File: config.mk
export PLATFORM = sky130hd
export DESIGN_NAME = sp_tg_sequencer
export DESIGN_NICKNAME = d
export VERILOG_FILES = /design/src/rtl/sp_tc_pkg.sv /design/src/rtl/sp_tg_sequencer.sv
export SDC_FILE = /design/constraint.sdc
export NUM_CORES = 1
export LEC_CHECK = 0
export BUFFER_PORTS_ARGS = -buffer_cell sky130_fd_sc_hd__clkbuf_2
export CORE_AREA = 4 4 267 269
export DETAILED_ROUTE_END_ITERATION = 16
export DIE_AREA = 0 0 271 273
export GPL_TIMING_DRIVEN = 0
export MAX_ROUTING_LAYER = met4
export PLACE_DENSITY_LB_ADDON = 0.05
export SLEW_MARGIN = 20
export SYNTH_ARGS = -nofsm -noshare
export SYNTH_HDL_FRONTEND = slang
export SYNTH_SLANG_ARGS = --single-unit
File: constraint.sdc
create_clock -name clk -period 11.6 [get_ports clk]
set_input_delay 2.32 -clock clk [delete_from_list [all_inputs] [get_ports clk]]
set_output_delay 2.32 -clock clk [all_outputs]
set_load 0.02 [all_outputs]
File: src/rtl/sp_tc_pkg.sv
// Shared types and widths for the sparse threadgroup sequencer.
// Operand widths match the spThreadgroup datapath ports.
package sp_tc_pkg;

   localparam int PSUM_W       = 16;
   localparam int WGRP_W       = 32;
   localparam int AGRP_W       = 64;
   localparam int IDX_W        = 8;
   localparam int FEDP_LAT_DEF = 2;

   typedef enum logic [1:0] {
      ST_IDLE,
      ST_ISSUE,
      ST_WAIT,
      ST_DONE
   } state_t;

endpackage

File: src/rtl/sp_tg_sequencer.sv
// Steps one spThreadgroup through a k-step sparse reduction, feeding
// each result back as the next partial sum, then returns the four sums.
module sp_tg_sequencer
   import sp_tc_pkg::*;
#(
   parameter int FEDP_LAT = FEDP_LAT_DEF,
   parameter int KW       = 8
) (
   input  logic              clk,
   input  logic              rst,
   input  logic              start,
   input  logic [KW-1:0]     k_steps,
   input  logic [PSUM_W-1:0] psum_init0,
   input  logic [PSUM_W-1:0] psum_init1,
   input  logic [PSUM_W-1:0] psum_init2,
   input  logic [PSUM_W-1:0] psum_init3,
   output logic              busy,
   output logic              done,
   input  logic              op_valid,
   output logic              op_ready,
   input  logic [WGRP_W-1:0] op_w0,
   input  logic [WGRP_W-1:0] op_w1,
   input  logic [IDX_W-1:0]  op_idx0,
   input  logic [IDX_W-1:0]  op_idx1,
   input  logic [AGRP_W-1:0] op_a0,
   input  logic [AGRP_W-1:0] op_a1,
   output logic [WGRP_W-1:0] tg_w0,
   output logic [WGRP_W-1:0] tg_w1,
   output logic [IDX_W-1:0]  tg_idx0,
   output logic [IDX_W-1:0]  tg_idx1,
   output logic [AGRP_W-1:0] tg_a0,
   output logic [AGRP_W-1:0] tg_a1,
   output logic [PSUM_W-1:0] tg_psum0,
   output logic [PSUM_W-1:0] tg_psum1,
   output logic [PSUM_W-1:0] tg_psum2,
   output logic [PSUM_W-1:0] tg_psum3,
   input  logic [PSUM_W-1:0] tg_result0,
   input  logic [PSUM_W-1:0] tg_result1,
   input  logic [PSUM_W-1:0] tg_result2,
   input  logic [PSUM_W-1:0] tg_result3,
   output logic              out_valid,
   input  logic              out_ready,
   output logic [PSUM_W-1:0] out_result0,
   output logic [PSUM_W-1:0] out_result1,
   output logic [PSUM_W-1:0] out_result2,
   output logic [PSUM_W-1:0] out_result3
);

   localparam int CW = 4;

   state_t            r_state;
   state_t            w_next;
   logic [KW-1:0]     r_k;
   logic [KW-1:0]     r_step;
   logic [CW-1:0]     r_wait;
   logic [PSUM_W-1:0] r_acc0;
   logic [PSUM_W-1:0] r_acc1;
   logic [PSUM_W-1:0] r_acc2;
   logic [PSUM_W-1:0] r_acc3;
   logic              w_fire;
   logic              w_ret;
   logic              w_last;

   assign w_fire = op_valid && (r_state == ST_ISSUE);
   // wait_cnt==1 marks the edge FEDP_LAT edges after the tg_* load
   assign w_ret  = (r_state == ST_WAIT) && (r_wait == CW'(1));
   assign w_last = (r_step == (r_k - KW'(1)));

   assign out_result0 = r_acc0;
   assign out_result1 = r_acc1;
   assign out_result2 = r_acc2;
   assign out_result3 = r_acc3;

   always_ff @(posedge clk or posedge rst) begin
      if (rst) begin
         r_state <= ST_IDLE;
      end else begin
         r_state <= w_next;
      end
   end

   always_comb begin
      w_next = r_state;
      unique case (r_state)
         ST_IDLE: begin
            if (start) begin
               w_next = (k_steps == '0) ? ST_DONE : ST_ISSUE;
            end
         end
         ST_ISSUE: begin
            if (op_valid) begin
               w_next = ST_WAIT;
            end
         end
         ST_WAIT: begin
            if (w_ret) begin
               w_next = w_last ? ST_DONE : ST_ISSUE;
            end
         end
         ST_DONE: begin
            if (out_ready) begin
               w_next = ST_IDLE;
            end
         end
         default: w_next = ST_IDLE;
      endcase
   end

   always_comb begin
      busy      = 1'b1;
      op_ready  = 1'b0;
      out_valid = 1'b0;
      unique case (r_state)
         ST_IDLE:  busy      = 1'b0;
         ST_ISSUE: op_ready  = 1'b1;
         ST_WAIT:  ;
         ST_DONE:  out_valid = 1'b1;
         default:  busy      = 1'b0;
      endcase
   end

   always_ff @(posedge clk or posedge rst) begin
      if (rst) begin
         done     <= 1'b0;
         r_k      <= '0;
         r_step   <= '0;
         r_wait   <= '0;
         r_acc0   <= '0;
         r_acc1   <= '0;
         r_acc2   <= '0;
         r_acc3   <= '0;
         tg_w0    <= '0;
         tg_w1    <= '0;
         tg_idx0  <= '0;
         tg_idx1  <= '0;
         tg_a0    <= '0;
         tg_a1    <= '0;
         tg_psum0 <= '0;
         tg_psum1 <= '0;
         tg_psum2 <= '0;
         tg_psum3 <= '0;
      end else begin
         done <= (r_state == ST_DONE) && out_ready;
         if ((r_state == ST_IDLE) && start) begin
            r_k    <= k_steps;
            r_step <= '0;
            r_acc0 <= psum_init0;
            r_acc1 <= psum_init1;
            r_acc2 <= psum_init2;
            r_acc3 <= psum_init3;
         end
         if (w_fire) begin
            tg_w0    <= op_w0;
            tg_w1    <= op_w1;
            tg_idx0  <= op_idx0;
            tg_idx1  <= op_idx1;
            tg_a0    <= op_a0;
            tg_a1    <= op_a1;
            tg_psum0 <= r_acc0;
            tg_psum1 <= r_acc1;
            tg_psum2 <= r_acc2;
            tg_psum3 <= r_acc3;
            r_wait   <= CW'(FEDP_LAT);
         end else if (r_state == ST_WAIT) begin
            r_wait <= r_wait - CW'(1);
         end
         if (w_ret) begin
            r_acc0 <= tg_result0;
            r_acc1 <= tg_result1;
            r_acc2 <= tg_result2;
            r_acc3 <= tg_result3;
            if (!w_last) begin
               r_step <= r_step + KW'(1);
            end
         end
      end
   end

endmodule

# After elaboration in Yosys (flattened, before gate mapping)
# Cells that the tools add are included.
# classes
add_sub_neg,3
n_eq_ne,9
mux,23
reduce_logical,9
# ops
operator,count
16-bit 2-to-1 mux,8
8-bit 2-to-1 mux,3
2-bit 2-to-1 mux,6
"8-bit by 1-bit adder with 8-bit output, second input constant",1
8-bit equality test,1
8-bit logical NOT,1
4-bit 2-to-1 mux,2
"2-bit != test, second input constant",4
2-bit one-hot mux with 4 select lines,1
"8-bit by 1-bit subtractor with 8-bit output, second input constant",1
"2-bit equality test, second input constant",2
"4-bit by 1-bit equality test with 1-bit output, second input constant",1
1-bit logical AND,4
4-bit AND reduction,1
2-bit nonzero test,2
"4-bit by 1-bit subtractor with 4-bit output, second input constant",1
1-bit 2-to-1 mux,3
"2-bit by 1-bit equality test with 1-bit output, second input constant",1
2-bit logical NOT,1
# totals
regBits,359
wordCells,63

# Longest topological paths before layout
# Gate-level depths: netlist (run 1).
# depth
depth_word,5
mapped_depth,10
ltp_nobuf,9

# Least setup slack after synthesis (run 1)
# Ideal clock, no wire load.
# synth_timing
kind,in2reg
start,input port op_valid
end,register tg_a1[0]
setup_time_ns,0.125
arrival_ns,3.698
required_time_ns,11.475
setup_slack_ns,7.778
stages,6
cell_sequence,nand2_1 -> or2_2 -> clkbuf_1 -> clkbuf_1 -> clkbuf_1 -> mux2_2
# synth_via
elab_chain_cells,1
# synth_rtl
element,line_no,source
from (decl),sp_tg_sequencer.sv:19,"input logic op_valid,"
1-bit logical AND,sp_tg_sequencer.sv:64,assign w_fire = op_valid && (r_state == ST_ISSUE);
to (signal assigned),sp_tg_sequencer.sv:158,tg_a1 <= op_a1;
to (decl),sp_tg_sequencer.sv:32,"output logic [AGRP_W-1:0] tg_a1,"
# Every way passes these cells.
# A chain may end at the register's enable or synchronous reset.

# Final worst setup path (run 1)
# layout_timing
start,input port op_valid
end,register tg_psum3[4]
# layout_via
elab_chain_cells,1
# layout_rtl
element,line_no,source
1-bit logical AND,sp_tg_sequencer.sv:64,
to (signal assigned),sp_tg_sequencer.sv:162,tg_psum3 <= r_acc3;
to (decl),sp_tg_sequencer.sv:36,"output logic [PSUM_W-1:0] tg_psum3,"
# Every way passes these cells.

==> results of run 1 <==
-- power by group --
part           switching [mW]  internal [mW]
Sequential              0.344           1.87
Combinational            1.71           1.04
Clock                   0.551          0.846
Total                    2.61           3.75
-- final cells by class --
| class | instances | area share |
|---|---|---|
| inverter | 7 | 0.00146 |
| clock buffer | 74 | 0.0688 |
| buffer | 57 | 0.0123 |
| clock inverter | 5 | 0.00256 |
| antenna | 11 | 0.00134 |
| timing repair buffer | 703 | 0.183 |
| tap | 931 | 0.0568 |
| multi-input combinational | 573 | 0.236 |
| sequential | 359 | 0.438 |
-- synthesized netlist by cell type, types with 2 or more instances --
cell type,instances,share of area
o21ai_0,13,0.0046
dfrtp_1,359,0.64
a22oi_1,64,0.034
mux2_2,281,0.22
nand3_1,6,0.0021
clkbuf_1,46,0.012
xor2_1,5,0.0031
nor3b_1,2,0.0011
ha_1,4,0.0036
and2_1,2,0.00089
inv_1,7,0.0019
and3_2,4,0.0021
nor3_1,2,0.00071
nor4_1,2,0.00089
mux2i_1,2,0.0014
buf_1,8,0.0021
or2_2,2,0.00089
nor2b_1,2,0.00089
a221o_2,3,0.0024
xnor2_1,8,0.0050
and3_1,4,0.0018
nor2_1,9,0.0024
nand4_1,2,0.00089
a21oi_1,2,0.00071
nand2_1,138,0.037
nand2b_1,2,0.00089
-- path summary, 6_finish.rpt --
kind	start	end	slack [ns]	cells after the start
setup reg to reg	r_wait[1]$_DFFE_PP0P_	out_result0[15]$_DFFE_PP0P_	8.30	8
hold reg to reg	r_wait[3]$_DFFE_PP0P_	r_wait[3]$_DFFE_PP0P_	0.48	1
max in group asynchronous	rst	tg_psum0[1]$_DFFE_PP0P_	8.15	8
hold / removal	r_wait[3]$_DFFE_PP0P_	r_wait[3]$_DFFE_PP0P_	0.48	1
setup / recovery	op_valid	tg_psum3[4]$_DFFE_PP0P_	7.14	7
min in group asynchronous	rst	tg_a0[1]$_DFFE_PP0P_	1.80	2
-- sequential cells by signal, indices dropped and copies added (netlist names), 32 cells and up --
register / cells
tg_a1: 64
tg_w1: 32
tg_w0: 32
tg_a0: 64
-- metal layers --
layer  vias to the layer above  routed length, um  global-route usage
met4                         0               1360              0.0459
li1                       5021                  -                   -
met3                        78               4570              0.0534
met1                      5427              21500               0.168
met2                       367              31300               0.278
met5                         -                  0                   -
-- worst register-to-register path: cells and delay by family, from the launching register on --
kind | cells | cell delay [ns]
compound gates | 1 | 0.34
flops | 1 | 0.40
buf+inv | 3 | 1.52
fa+ha+maj | 1 | 0.14
simple gates | 3 | 0.85
-- cells by family after synthesis --
kind of cell    Yosys count
fa+ha+maj                 4
xor+xnor                 13
buf+inv                  64
compound gates           89
simple gates            184
flops                   359
mux                     283
-- placed cells by master, fill, tap and decap left out, types with 11 or more instances in the layout --
cell type,count
diode_2,11
clkbuf_1,62
o21ai_0,13
nand2_1,138
clkbuf_16,49
a22oi_1,64
dfrtp_1,359
mux2_2,281
buf_12,12
clkbuf_2,688
==> flow_metrics.env, run 1 <==
export IMPL_antenna_found_initial=11
export IMPL_grt_usage=0.157
export IMPL_drive_gt1_frac=0.601
export IMPL_path_cells="clkbuf_2, nand2_1, or2_2, clkbuf_1, clkbuf_1, clkbuf_1, mux2_2"
export IMPL_rsz0062_at_grt="false"
export IMPL_maxSlewViolCount=0
export IMPL_nets=2100
export IMPL_worst_setup_path_type="input port to register"
export IMPL_async_reset_ff_frac=1.00
export IMPL_syn_nets=1349
export IMPL_port_buffers=688
export IMPL_p_per_area_mw_per_mm2=310
export IMPL_start_util=0.205
export IMPL_finalCriticalPeriod_ns=4.46
export IMPL_finish_utilization=0.299
export IMPL_core_area_mm2=0.0686
export IMPL_grt_pass1_vias=11500
export IMPL_cp_common_cell="clkbuf_1"
export IMPL_place_hpwl_mm=47.6
export IMPL_setup_violations=0
export IMPL_critical_path_max_stage_delay_ns=0.69
export IMPL_crit_fanout=10
export IMPL_muxShareOfSynthArea=0.226
export IMPL_cp_buffers_inverters=4
export IMPL_critPathLaunchType="input port"
export IMPL_yosysSeqAreaShare=0.638
export IMPL_finalCritPeriodShare=0.384
export IMPL_multi_input_area_mm2=0.00483
export IMPL_synthFlopType="dfrtp_1"
export IMPL_p_leak_nw=10.3
export IMPL_cts_max_level=2
export IMPL_finalInstanceArea_mm2=0.0205
export IMPL_relSlewSlack=0.354
export IMPL_skew_ns=0.0133
export IMPL_drt_first_pass_iters=4
export IMPL_finalHoldViolations=0
export IMPL_critPathCaptureType="register"
export IMPL_critPathSlowestCell="clkbuf_1"
export IMPL_clkTransAtPathRegs_ns=0.05
export IMPL_dpl_cell_count=2630
export IMPL_cp_arrival_ns=4.90
export IMPL_io_pins=689
export IMPL_post_drt_via_cell_ratio=4.00
export IMPL_wl_mm=58.7
export IMPL_cts_made_buffers=46
export IMPL_instances_no_fill=2720
export IMPL_synth_cell_types=43
export IMPL_synth_adder_area_share=0.00355
export IMPL_seq_area_mm2=0.00898
export IMPL_crit_family="buffers and inverters"
export IMPL_ctsResizeCount=0
export IMPL_yosys_warnings=0
export IMPL_hold_buffers=0
export IMPL_synthSimpleGateAreaFrac=0.0575
export IMPL_grt_pass1_wl_mm=83.3
export IMPL_route_detailed_drc=0
export IMPL_clock_fmax_ghz=0.224
export IMPL_place_ws_ns=6.29
export IMPL_hold_slack_ns=0.485
export IMPL_insertion_delay_ns=0.57
export IMPL_tightest_slew_ns=0.969
export IMPL_die_area_mm2=0.0740
export IMPL_num_vias=10900
export IMPL_synth_compound_area_share=0.0475
export IMPL_gp_congestion=0.770
export IMPL_drtIter0Drc=356
export IMPL_dpl_cell_area_mm2=0.0190
export IMPL_synth_area_mm2=0.0141
export IMPL_tns_ns=0
export IMPL_row_count=96
export IMPL_cts_sinks=359
export IMPL_synthCells=996
export IMPL_drv_cap=0
export IMPL_synth_edff_count=0
export IMPL_setup_slack_ns=7.14
export IMPL_cts_setup_buffers=0
export IMPL_hold_class="register to register"
export IMPL_grt_max_degree=31
export IMPL_synth_top_family_by_area="multiplexers"
export IMPL_die_x_um=271
export IMPL_synth_xor_xnor_area_share=0.00808
export IMPL_cp_required_ns=12.04
export IMPL_power_mw=6.36
export IMPL_drt_antenna_violating_nets=0
export IMPL_overflow=0
export IMPL_ys_ff_latch=359
export IMPL_cts_tree="yes"
export IMPL_fillCellCount=7231
export IMPL_clockRootBuffer="clkbuf_16"
export IMPL_die_y_um=273
export IMPL_areaGrowthSynthToFinish_pct=45.5
export IMPL_clk_path_buf_depth=3
export IMPL_syn_area_per_cell_um2=14.1
export IMPL_ir_drop_mv=0.107
export IMPL_routedWlPerCell_um=21.6
export IMPL_status="finished clean"
Note: power is estimated with default switching activity, not from simulation.
==> run 2: changes to the inputs <==
--- a/config.mk
+++ b/config.mk
@@ -5,10 +5,11 @@
 export SDC_FILE = /design/constraint.sdc
 export NUM_CORES = 1
 export LEC_CHECK = 0
+export ABC_AREA = 1
 export BUFFER_PORTS_ARGS = -buffer_cell sky130_fd_sc_hd__clkbuf_2
-export CORE_AREA = 4 4 267 269
+export CORE_AREA = 4 4 263 265
 export DETAILED_ROUTE_END_ITERATION = 16
-export DIE_AREA = 0 0 271 273
+export DIE_AREA = 0 0 267 269
 export GPL_TIMING_DRIVEN = 0
 export MAX_ROUTING_LAYER = met4
 export PLACE_DENSITY_LB_ADDON = 0.05
==> constraint.sdc (replaced) <==
create_clock -name clk -period 4.4 [get_ports clk]
set_input_delay 0.88 -clock clk [delete_from_list [all_inputs] [get_ports clk]]
set_output_delay 0.88 -clock clk [all_outputs]
set_load 0.02 [all_outputs]
==> run 2 against run 1 <==
Die area decreased by 2.9%. Cell count increased by 5.8%. Critical endpoint is now busy. Sequential share of layout area decreased by 0.72 points.
==> flow_metrics.env, run 2 <==
export IMPL_synth_cell_types=28
export IMPL_num_vias=11700
export IMPL_switching_power_mw=7.04
export IMPL_gp_congestion=0.793
export IMPL_clockRootBuffer="clkbuf_16"
export IMPL_io_pins=689
export IMPL_maxSlewViolCount=0
export IMPL_hold_slack_ns=0.312
export IMPL_grt_pass1_vias=12500
export IMPL_grt_max_degree=30
export IMPL_critPathCaptureType="primary output"
export IMPL_ys_top_cells_by_area="dfrtp_1 62%, mux2_1 14%, nand2_1 6.9%"
export IMPL_start_util=0.216
export IMPL_place_hpwl_mm=49.8
export IMPL_yosys_warnings=0
export IMPL_reg_largest_list="tg_a0: 64 flops, tg_a1: 64 flops"
export IMPL_cts_setup_buffers=0
export IMPL_die_x_um=267
export IMPL_dpl_cell_area_mm2=0.0193
export IMPL_tightest_slew_ns=0.636
export IMPL_status="finished clean"
export IMPL_setup_slack_ns=2.11
export IMPL_clock_fmax_ghz=0.436
export IMPL_die_area_mm2=0.0718
export IMPL_grt_usage=0.169
export IMPL_cp_required_ns=3.52
export IMPL_yosysSeqAreaShare=0.622
export IMPL_nets=2316
export IMPL_synth_edff_count=0
export IMPL_yosys_area_top_type="dfrtp_1"
export IMPL_drt_first_pass_iters=4
export IMPL_relSlewSlack=0.576
export IMPL_p_per_area_mw_per_mm2=801
export IMPL_final_common_cell="clkbuf_2"
export IMPL_rsz0062_at_grt="false"
export IMPL_drv_cap=0
export IMPL_synthCells=1212
export IMPL_insertion_delay_ns=0.56
export IMPL_synthFlopType="dfrtp_1"
export IMPL_rr_worst_depth=6
export IMPL_row_count=95
export IMPL_drt_antenna_violating_nets=0
export IMPL_layout_common_cells="688 x clkbuf_2, 359 x dfrtp_1, 267 x nand2_1, 178 x mux2_1, 100 x inv_1"
export IMPL_crit_fanout=4
export IMPL_ir_drop_mv=0.296
export IMPL_routedWlPerCell_um=21.3
export IMPL_syn_nets=1565
export IMPL_yosysTopAreaCellShare=0.622
export IMPL_skew_ns=0.0105
export IMPL_port_buffers=688
export IMPL_rr_startpoint="r_state[0]$_DFFE_PP0P_"
export IMPL_ctsResizeCount=0
export IMPL_swShare=0.421
export IMPL_cts_tree="yes"
export IMPL_yosysMostFrequentCell="dfrtp_1"
export IMPL_synth_top_cells_by_count="359 x dfrtp_1, 267 x nand2_1, 178 x mux2_1"
export IMPL_worst_setup_path_type="register to primary output"
export IMPL_overflow=0
export IMPL_cts_sinks=359
export IMPL_power_frac_seq=0.346
export IMPL_cts_max_level=2
export IMPL_hold_class="input port to asynchronous set/reset pin"
export IMPL_core_area_mm2=0.0668
export IMPL_route_detailed_drc=0
export IMPL_grt_pass1_wl_mm=86.7
export IMPL_critPathLaunchType="register"
export IMPL_drive_gt1_frac=0.434
export IMPL_async_reset_ff_frac=1.00
export IMPL_place_ws_ns=1.62
export IMPL_cts_made_buffers=46
export IMPL_p_leak_nw=10.6
export IMPL_ys_ff_latch=359
export IMPL_intPower_mw=9.67
export IMPL_wl_mm=61.3
export IMPL_synth_area_mm2=0.0145
export IMPL_cp_arrival_ns=1.41
export IMPL_clkTransAtPathRegs_ns=0.05
export IMPL_finish_utilization=0.312
export IMPL_hold_buffers=0
export IMPL_drtIter0Drc=452
export IMPL_pwr_share_clk=0.224
export IMPL_clk_path_buf_depth=3
export IMPL_areaGrowthSynthToFinish_pct=44.2
export IMPL_p_comb_frac=0.430
export IMPL_antenna_found_initial=10
export IMPL_critPathLaunch="r_state[1]$_DFFE_PP0P_"
export IMPL_finalCriticalPeriod_ns=2.29
export IMPL_die_y_um=269
export IMPL_syn_area_per_cell_um2=11.9
export IMPL_setup_violations=0
export IMPL_finalHoldViolations=0
export IMPL_post_drt_via_cell_ratio=4.08
export IMPL_finalInstanceArea_mm2=0.0208
export IMPL_finalCritPeriodShare=0.521
## run 2: cell types whose count changed after synthesis, moves of 9 or more
cell      change
a22oi_1      -64
mux2_2      -251
buf_2        +24
o21ai_0      +63
clkbuf_1     -38
o211ai_1     +64
nor2_1        +9
inv_1        +94
buf_6        +19
nand2_1     +129
mux2_1      +178
nand3_1      +15
## run 2: per-layer routing
layer  vias up  wire length, um  global-route usage
met5         -                0                   -
li1       5528                -                   -
met2       387            31500               0.294
met1      5754            23800               0.188
met3        74             4770              0.0553
met4         0             1280              0.0407
## run 2: final timing paths
| kind | end | slack, ns |
|---|---|---|
| setup / recovery | busy | 2.11 |
| hold / removal | tg_a0[19]$_DFFE_PP0P_ | 0.31 |
| setup reg to reg | tg_psum1[15]$_DFFE_PP0P_ | 2.28 |
| hold reg to reg | tg_psum0[1]$_DFFE_PP0P_ | 0.48 |
| max in group asynchronous | out_result3[15]$_DFFE_PP0P_ | 2.56 |
| min in group clk | tg_psum0[1]$_DFFE_PP0P_ | 0.48 |
## run 2: logic make-up after synthesis
group,Yosys count,synth area share
compound gates,149,0.0630
buf+inv,165,0.0571
mux,208,0.162
simple gates,321,0.0892
xor+xnor,6,0.00364
fa+ha+maj,4,0.00346
flops,359,0.622
## run 2: power groups by stage
stage          logic, mW  registers (mW)  clock network [mW]
6_report            7.19            5.78                3.73
5_1_grt             7.79            6.01                4.02
4_1_cts             7.40            5.81                3.90
3_5_place_dp        7.40            5.85                   0
3_3_place_gp        7.35            5.83                   0
2_1_floorplan       2.38            7.64                   0
## run 2: metrics by stage
step                      std cells  setup TNS [ns]  power [mW]
after CTS                      2867               0        17.1
after floorplan                1212         -463.93        10.0
after global routing           2877               0        17.8
after detailed placement       2788               0        13.2
after global placement         2773        -1523.75        13.2
final                          2878               0        16.7
## run 2: critical path, stage by stage (launching register included)
cell	delay (ns)
dfrtp_1	0.42
nor2_1	0.17
inv_1	0.09
clkbuf_2	0.17
## run 2: cell type report
cell class	count	area (um2)
antenna	11	27.5
buffer	59	425
clock buffer	75	1440
clock inverter	4	45.0
fill	7127	46000
inverter	106	403
multi-input combinational	688	4640
sequential	359	8980
tap	873	1090
timing repair buffer	703	3780
